<file path="src/rtl/in_port_unit_pkg.sv">
// in_port_unit_pkg: sizing defaults and width helpers shared by the input port front end.
package in_port_unit_pkg;
   localparam int unsigned INPORT_WIDTH       = 32;
   localparam int unsigned INPORT_DEPTH       = 4;
   localparam int unsigned INPORT_SYNC_STAGES = 2;
   function automatic int unsigned ptr_w(input int unsigned depth);
      return (depth > 1) ? $clog2(depth) : 1;
   endfunction
   function automatic int unsigned cnt_w(input int unsigned depth);
      return $clog2(depth + 1);
   endfunction
endpackage

</file>
<file path="src/rtl/in_port_unit_sync_edge_detect.sv">
// sync_edge_detect: synchronises an asynchronous strobe into clk and emits a one-cycle rise pulse,
// plus a load strobe on the edge where the last synchroniser stage rises.
module sync_edge_detect #(
   parameter int unsigned SYNC_STAGES = 2
) (
   input  logic clk,
   input  logic reset,
   input  logic i_strobe,
   output logic o_load,
   output logic o_pulse
);
   logic [SYNC_STAGES-1:0] r_sync;
   logic                   r_edge;
   always_ff @(posedge clk or negedge reset) begin
      if (!reset) begin
         r_sync <= '0;
         r_edge <= 1'b0;
      end else begin
         r_sync <= {r_sync[SYNC_STAGES-2:0], i_strobe};
         r_edge <= r_sync[SYNC_STAGES-1];
      end
   end
   // data is latched alongside the last stage rising, so it is ready when the pulse pushes it
   assign o_load  = r_sync[SYNC_STAGES-2] & ~r_sync[SYNC_STAGES-1];
   assign o_pulse = r_sync[SYNC_STAGES-1] & ~r_edge;
endmodule

</file>
<file path="src/rtl/in_port_unit.sv">
// in_port_unit: strobe-captured external words queued in a show-ahead FIFO for the InPortData bus.
// Define INPORT_IRQ_EN to add a registered irq output that is high while the FIFO holds data.
module in_port_unit
   import in_port_unit_pkg::*;
#(
   parameter int unsigned WIDTH       = INPORT_WIDTH,
   parameter int unsigned DEPTH       = INPORT_DEPTH,
   parameter int unsigned SYNC_STAGES = INPORT_SYNC_STAGES
) (
   input  logic             clk,
   input  logic             reset,
   input  logic [WIDTH-1:0] ext_data,
   input  logic             ext_strobe,
   output logic             ext_ready,
   input  logic             in_rd,
   output logic [WIDTH-1:0] InPortData,
   output logic             in_empty,
   output logic             overflow,
   input  logic             clr_overflow
`ifdef INPORT_IRQ_EN
   ,
   output logic             irq
`endif
);
   localparam int unsigned PW = ptr_w(DEPTH);
   localparam int unsigned CW = cnt_w(DEPTH);
   logic [WIDTH-1:0] r_mem [DEPTH];
   logic [WIDTH-1:0] r_data;
   logic [PW-1:0]    r_wr_ptr;
   logic [PW-1:0]    r_rd_ptr;
   logic [CW-1:0]    r_count;
   logic             r_overflow;
   logic             w_load;
   logic             w_pulse;
   logic             w_full;
   logic             w_pop;
   logic             w_push;
   logic             w_drop;

   sync_edge_detect #(.SYNC_STAGES(SYNC_STAGES)) u_sync (
      .clk     (clk),
      .reset   (reset),
      .i_strobe(ext_strobe),
      .o_load  (w_load),
      .o_pulse (w_pulse)
   );

   assign w_full     = r_count == CW'(DEPTH);
   assign in_empty   = r_count == '0;
   assign ext_ready  = ~w_full;
   assign w_pop      = in_rd & ~in_empty;
   // a pop frees the slot in the same cycle, so a full FIFO still accepts the capture
   assign w_push     = w_pulse & (~w_full | w_pop);
   assign w_drop     = w_pulse & w_full & ~w_pop;
   assign InPortData = in_empty ? '0 : r_mem[r_rd_ptr];
   assign overflow   = r_overflow;

   always_ff @(posedge clk or negedge reset) begin
      if (!reset) begin
         r_data     <= '0;
         r_wr_ptr   <= '0;
         r_rd_ptr   <= '0;
         r_count    <= '0;
         r_overflow <= 1'b0;
      end else begin
         if (w_load) r_data <= ext_data;
         if (w_push) r_wr_ptr <= r_wr_ptr + PW'(1);
         if (w_pop) r_rd_ptr <= r_rd_ptr + PW'(1);
         r_count    <= r_count + CW'(w_push) - CW'(w_pop);
         r_overflow <= w_drop ? 1'b1 : clr_overflow ? 1'b0 : r_overflow;
      end
   end

   always_ff @(posedge clk) begin
      if (w_push) r_mem[r_wr_ptr] <= r_data;
   end

`ifdef INPORT_IRQ_EN
   logic r_irq;
   always_ff @(posedge clk or negedge reset) begin
      if (!reset) r_irq <= 1'b0;
      else r_irq <= ~in_empty;
   end
   assign irq = r_irq;
`endif
endmodule
</file>
<file path="config.mk">
export PLATFORM = sky130hd
export DESIGN_NAME = in_port_unit
export DESIGN_NICKNAME = d
export VERILOG_FILES = /design/src/rtl/in_port_unit_pkg.sv /design/src/rtl/in_port_unit_sync_edge_detect.sv /design/src/rtl/in_port_unit.sv
export SDC_FILE = /design/constraint.sdc
export NUM_CORES = 1
export LEC_CHECK = 0
export BUFFER_PORTS_ARGS = -buffer_cell sky130_fd_sc_hd__buf_2
export CAP_MARGIN = 20
export CORE_ASPECT_RATIO = 0.6
export CORE_MARGIN = 2
export CORE_UTILIZATION = 58
export DETAILED_ROUTE_END_ITERATION = 10
export HOLD_SLACK_MARGIN = 0.12
export PLACE_DENSITY = 0.9
export SYNTH_ARGS = -nofsm -noshare
export SYNTH_HDL_FRONTEND = slang
export SYNTH_SLANG_ARGS = --single-unit
</file>
<file path="constraint.sdc">
create_clock -name clk -period 2.6 [get_ports clk]
set_clock_uncertainty 0.2 [all_clocks]
set_input_delay 0.78 -clock clk [delete_from_list [all_inputs] [get_ports clk]]
set_output_delay 0.78 -clock clk [all_outputs]
set_load 0.01 [all_outputs]
</file>
[Yosys cells after proc, flatten, opt, wreduce, memory -nomap -nowiden]
Memories as Yosys holds them, arrays and structs flattened.
Index checks and enable logic that the tools add are counted.
Operators by class
  $add $sub $neg: 4
  $mul: 0
  divide/modulo/power cells: 0
  magnitude comparators: 0
  equality and inequality tests: 1
  shift operators: 0
  muxes and demuxes: 5
  bitwise logic cells: 12
  reductions and logical operators: 2
Operators by type and width (number)
  $mux 32: 1
  $and 1x1->1: 6
  $not 1->1: 5
  $add 2x1->2 const B: 2
  $mux 1: 4
  $add 3x1->3: 1
  $eq 3x3->1 const B: 1
  $logic_not 3->1: 1
  $sub 3x1->3: 1
  $reduce_bool 2->1: 1
  $or 1x1->1: 1
Word-level totals
  flip-flop bits (word level): 43
  latch bits: 0
  RAM bits: 128
  ROM bits: 0
  input bits: 37
  output and inout port bits: 35
  logic and storage cells: 32
  memories kept: 1
Memories
  r_mem: depth 4, bits a word 32, read ports 1, clocked after memory_dff 0, wr ports 1, RTL line in_port_unit.sv:27  | logic [WIDTH-1:0] r_mem [DEPTH];

[Logic depth before layout (Yosys ltp)]
  depth in word-level cells: 7
  depth in mapped cells: 9
  gate-level depth less buffers: 9

[Hierarchy]
From an unflattened synthesis, not the netlist that was laid out.
Second synthesis, totals
  cells, all modules: 316
  area, all modules: 6558.8 um^2
Modules (own cells, without submodules)
  in_port_unit: times used 1, cells each 311, area each 6468.7 um^2, seq. area each 4844.6 um^2
  sync_edge_detect: times used 1, cells each 5, area each 90.1 um^2, seq. area each 75.1 um^2

[Worst setup path before layout]
Ideal clock, no wire load.
  path kind: reg2reg
  start: register r_count[1]
  end: register r_count[2]
  setup time: 0.123 ns
  arrival time: 2.072 ns
  data required time: 2.277 ns
  slack: 0.205 ns
  cell stages (with the launch flop): 10
  buffers on the path: 0
  clock period less this slack: 2.395 ns
  cells stage by stage: dfrtp_1 -> or3b_4 -> o21a_4 -> inv_1 -> ha_1 -> inv_1 -> ha_1 -> fa_1 -> xor2_1 -> xnor2_1
On the way
  elaborated cells between the ends (all ways): 9
  classes of those cells: add/sub: 2; eq/ne: 1; bitwise: 5; reduce/logical: 1
RTL lines
  from (decl): RTL line in_port_unit.sv:31  | logic [CW-1:0] r_count;
  from (signal assigned): RTL line in_port_unit.sv:69  | r_count <= r_count + CW'(w_push) - CW'(w_pop);
  $eq 3x3->1: RTL line in_port_unit.sv:48  | assign w_full = r_count == CW'(DEPTH);
  $not 1->1
  net ext_ready: RTL line in_port_unit.sv:14  | output logic ext_ready,
  $or 1x1->1: RTL line in_port_unit.sv:53  | assign w_push = w_pulse & (~w_full | w_pop);
  $and 1x1->1: RTL line in_port_unit.sv:53
  $add 3x1->3: RTL line in_port_unit.sv:69
  $sub 3x1->3: RTL line in_port_unit.sv:69
The timed path passes the listed nets, and every way through them passes these cells.
A chain may end at the register's enable or synchronous reset.

[Worst setup path after layout]
  start: register r_rd_ptr[0]
  end: output port InPortData[24]
On the way
  word-level cells in the longest chain between the ends: 2
Ends and longest elaborated chain
  from (decl): RTL line in_port_unit.sv:30  | logic [PW-1:0] r_rd_ptr;
  from (signal assigned): RTL line in_port_unit.sv:68  | if (w_pop) r_rd_ptr <= r_rd_ptr + PW'(1);
  $mem_v2 4x32
  $mux 32: RTL line in_port_unit.sv:55  | assign InPortData = in_empty ? '0 : r_mem[r_rd_ptr];
  to (decl): RTL line in_port_unit.sv:16  | output logic [WIDTH-1:0] InPortData,
Every way passes these cells.

==> results.sh <==
export IMPL_cap_viol_max_count=0
export IMPL_vias=3275
export IMPL_cts_root_buf="clkbuf_16"
export IMPL_worstPathCellList="buf_12, buf_12, mux4_2, nor2b_1, buf_2"
export IMPL_drtIter0Drc=239
export IMPL_violations="setup timing"
export IMPL_cpMaxStageDelayCell="mux4_2"
export IMPL_required_ps=1620
export IMPL_avgSynthCellArea_um2=20.8
export IMPL_viasPerCell=5.81
export IMPL_clk_pin_slew_ps=70
export IMPL_grt_max_degree=35
export IMPL_tightest_slew_ps=899
export IMPL_crit_top_cell="buf_12"
export IMPL_synth_cell_type_count=23
export IMPL_yosys_area_share_xor_xnor=0.00667
export IMPL_layout_drive_gt1_share=0.457
export IMPL_wl_mm=13.1
export IMPL_crit_family="multiplexers"
export IMPL_dp_hpwl_mm=7.39
export IMPL_fin_ws_ps=-309
export IMPL_fp_row_count=30
export IMPL_clkLatencyLatePin_ps=420
export IMPL_ys_ff_latch=171
export IMPL_seqCellArea_mm2=0.00492
export IMPL_start_util=0.589
export IMPL_leakage_nw=2.96
export IMPL_grt_pass1_wl_mm=19.1
export IMPL_coreArea_mm2=0.0111
export IMPL_grt_ovfl_total=0
export IMPL_multi_input_area_mm2=0.00158
export IMPL_syn_area_mm2=0.00656
export IMPL_ant_nets=0
export IMPL_cp_max_fo=8
export IMPL_rsz0062_at_grt="yes"
export IMPL_area_delta_synth_final_pct=20.8
export IMPL_max_stage_delay_ps=510
export IMPL_synthMuxAreaShare=0.167
export IMPL_arrival_ps=1930
export IMPL_cts_buffers=17
export IMPL_fp_dieW_um=141
export IMPL_synth_top_family_by_area="multiplexers"
export IMPL_grt_usage=0.221
export IMPL_power_density_mw_per_mm2=1130
export IMPL_htreeDepth=4
export IMPL_post_route_min_period_ps=2910
export IMPL_synth_nets=360
export IMPL_post_drt_wl_per_cell_um=23.3
export IMPL_critPathCaptureType="output port"
export IMPL_yosys_area_share_simple=0.0433
export IMPL_synth_fa_ha_area_frac=0.0145
export IMPL_synth_cells=316
export IMPL_route_detailed_drc=0
export IMPL_report_final_slew_viol_count=0
export IMPL_slew_limit_headroom=0.401
export IMPL_antenna_found_initial=0
export IMPL_tritoncts="done"
export IMPL_grt_pass1_vias=3320
export IMPL_layout_worst_path_cycle_share=1.12
export IMPL_min_path_type="primary input to async pin"
export IMPL_start_kind="flip-flop"
export IMPL_setup_viol=32
export IMPL_die_h_um=86.4
export IMPL_dieArea_mm2=0.0122
export IMPL_final_area_mm2=0.00793
export IMPL_ir_worst_vdd_v=0.000706
export IMPL_final_nets=451
export IMPL_max_freq_mhz=344
export IMPL_yosysWarnings=0
export IMPL_hold_viol=0
export IMPL_cts_max_path_buffers=2
export IMPL_io_pins=72
export IMPL_firstDrtPassIters=4
export IMPL_gp_congestion=0.732
export IMPL_synth_compound_area_frac=0.00324
export IMPL_status="finished, violations left"
export IMPL_ys_seq_area_frac=0.750
export IMPL_port_buffers=71
export IMPL_cts_hold_buffers=0
export IMPL_nFillCells=644
export IMPL_critPathKind="flip-flop to output port"
export IMPL_fin_tns_setup_ps=-8000
export IMPL_clock_sinks=171
export IMPL_post_dp_cell_area_mm2=0.00715
export IMPL_antenna_diode_count=0
export IMPL_crit_buf_inv=3
==> stage by stage <==
step | worst slack (ps) | utilization | instances | hold slack (ps) | total power [mW]
2_1_floorplan | 205 | - | 316 | 147 | 5.12
3_3_place_gp | 57.0 | 0.641 | 526 | 170 | 5.91
3_5_place_dp | 22.9 | 0.641 | 526 | 178 | 6.03
4_1_cts | -301 | 0.698 | 558 | 128 | 8.73
5_1_grt | -352 | 0.711 | 564 | 153 | 9.31
6_report | -309 | 0.711 | 564 | 130 | 8.96
==> state kept, by name, summed over array words and instances, names as in the netlist <==
name,cells
r_count,3
r_data,32
u_sync.r_edge,1
overflow,1
r_mem,128
u_sync.r_sync,2
r_wr_ptr,2
r_rd_ptr,2
==> synthesized netlist by cell type <==
cell	number	share of area
xnor2_1	2	0.0027
mux4_2	32	0.11
o22ai_1	1	0.00095
mux2_4	1	0.0023
buf_4	3	0.0034
buf_2	7	0.0053
and2_2	4	0.0046
nor2b_1	35	0.033
xor2_1	3	0.0040
clkbuf_1	5	0.0029
o21a_4	1	0.0023
dfrtp_1	43	0.16
mux2_1	2	0.0034
or3b_4	1	0.0017
fa_1	1	0.0031
ha_1	6	0.011
inv_1	7	0.0040
nor2_1	1	0.00057
edfxtp_1	128	0.59
nand2b_1	1	0.00095
mux2_2	30	0.051
nand2_1	1	0.00057
nor3_2	1	0.0015
==> worst register-to-register path: stages (launching register included) <==
cell and delay (ps):
dfrtp_1 430, or3b_4 430, o21a_4 240, inv_1 60, ha_1 120, inv_1 40
ha_1 180, fa_1 370, xor2_1 160, xnor2_1 120
==> cell type report <==
| cell class | count | share of cell area |
|---|---|---|
| sequential | 171 | 0.621 |
| multi-input combinational | 123 | 0.199 |
| timing repair buffer | 87 | 0.0745 |
| clock buffer | 18 | 0.0541 |
| clock inverter | 14 | 0.0254 |
| tap | 144 | 0.0227 |
| inverter | 7 | 0.00331 |
==> power by group <==
| group | internal [mW] | switching [mW] |
|---|---|---|
| clock network | 1.69 | 1.01 |
| registers | 3.39 | 0.216 |
| logic | 1.37 | 1.28 |
| total | 6.45 | 2.51 |
==> cell usage in the layout, fill, tap and decap left out <==
cell,n
and2_2,4
buf_12,4
buf_2,68
buf_4,8
buf_6,4
buf_8,1
bufinv_16,5
clkbuf_1,1
clkbuf_16,19
clkinv_1,2
clkinv_2,4
clkinv_4,1
clkinvlp_4,2
dfrtp_1,41
dfrtp_2,2
edfxtp_1,128
fa_1,1
ha_1,6
inv_1,7
mux2_1,2
mux2_2,30
mux2_4,1
mux4_2,32
nand2_1,1
nand2b_1,1
nor2_1,1
nor2b_1,31
nor2b_4,4
nor3_4,1
o21a_4,1
o22ai_1,1
or3b_4,1
xnor2_1,2
xor2_1,3
==> worst paths after layout <==
check,from,endpoint,slack (ps),depth (start not counted)
max reg2reg,r_count[2],r_count[2],130,9
max,r_rd_ptr[0],InPortData[24],-310,5
max in group asynchronous,reset,r_data[13],1440,2
min in group clk,u_sync.r_sync[0],u_sync.r_sync[1],200,0
min reg2reg,u_sync.r_sync[0],u_sync.r_sync[1],200,0
min,reset,r_data[2],130,1
==> timing repair <==
action                                  4_1_cts  5_1_grt
pin swaps                                     0        1
hold endpoints to repair                      0        0
gates resized for setup                       0       10
endpoints found under the setup margin       32       33
setup buffers                                 0        3
cloned                                        0        3
==> layer usage <==
| layer | wire length [µm] | vias to the layer above | GRT usage |
|---|---|---|---|
| li1 | - | 1406 | - |
| met1 | 5600 | 1706 | 0.299 |
| met2 | 6510 | 141 | 0.355 |
| met3 | 860 | 22 | 0.0602 |
| met4 | 178 | 0 | 0.0836 |
| met5 | 0 | - | 0 |
==> logic make-up (layout without fill, tap and decap cells) <==
group	Yosys count	count (layout)
flip-flops	171	171
multiplexers	65	65
AND/OR/NAND/NOR	44	44
buffers and inverters	22	126
adder cells (fa/ha/maj)	7	7
XOR/XNOR	5	5
AO/OA/AOI/OAI	2	2
Power figures use the tool's default switching activity.
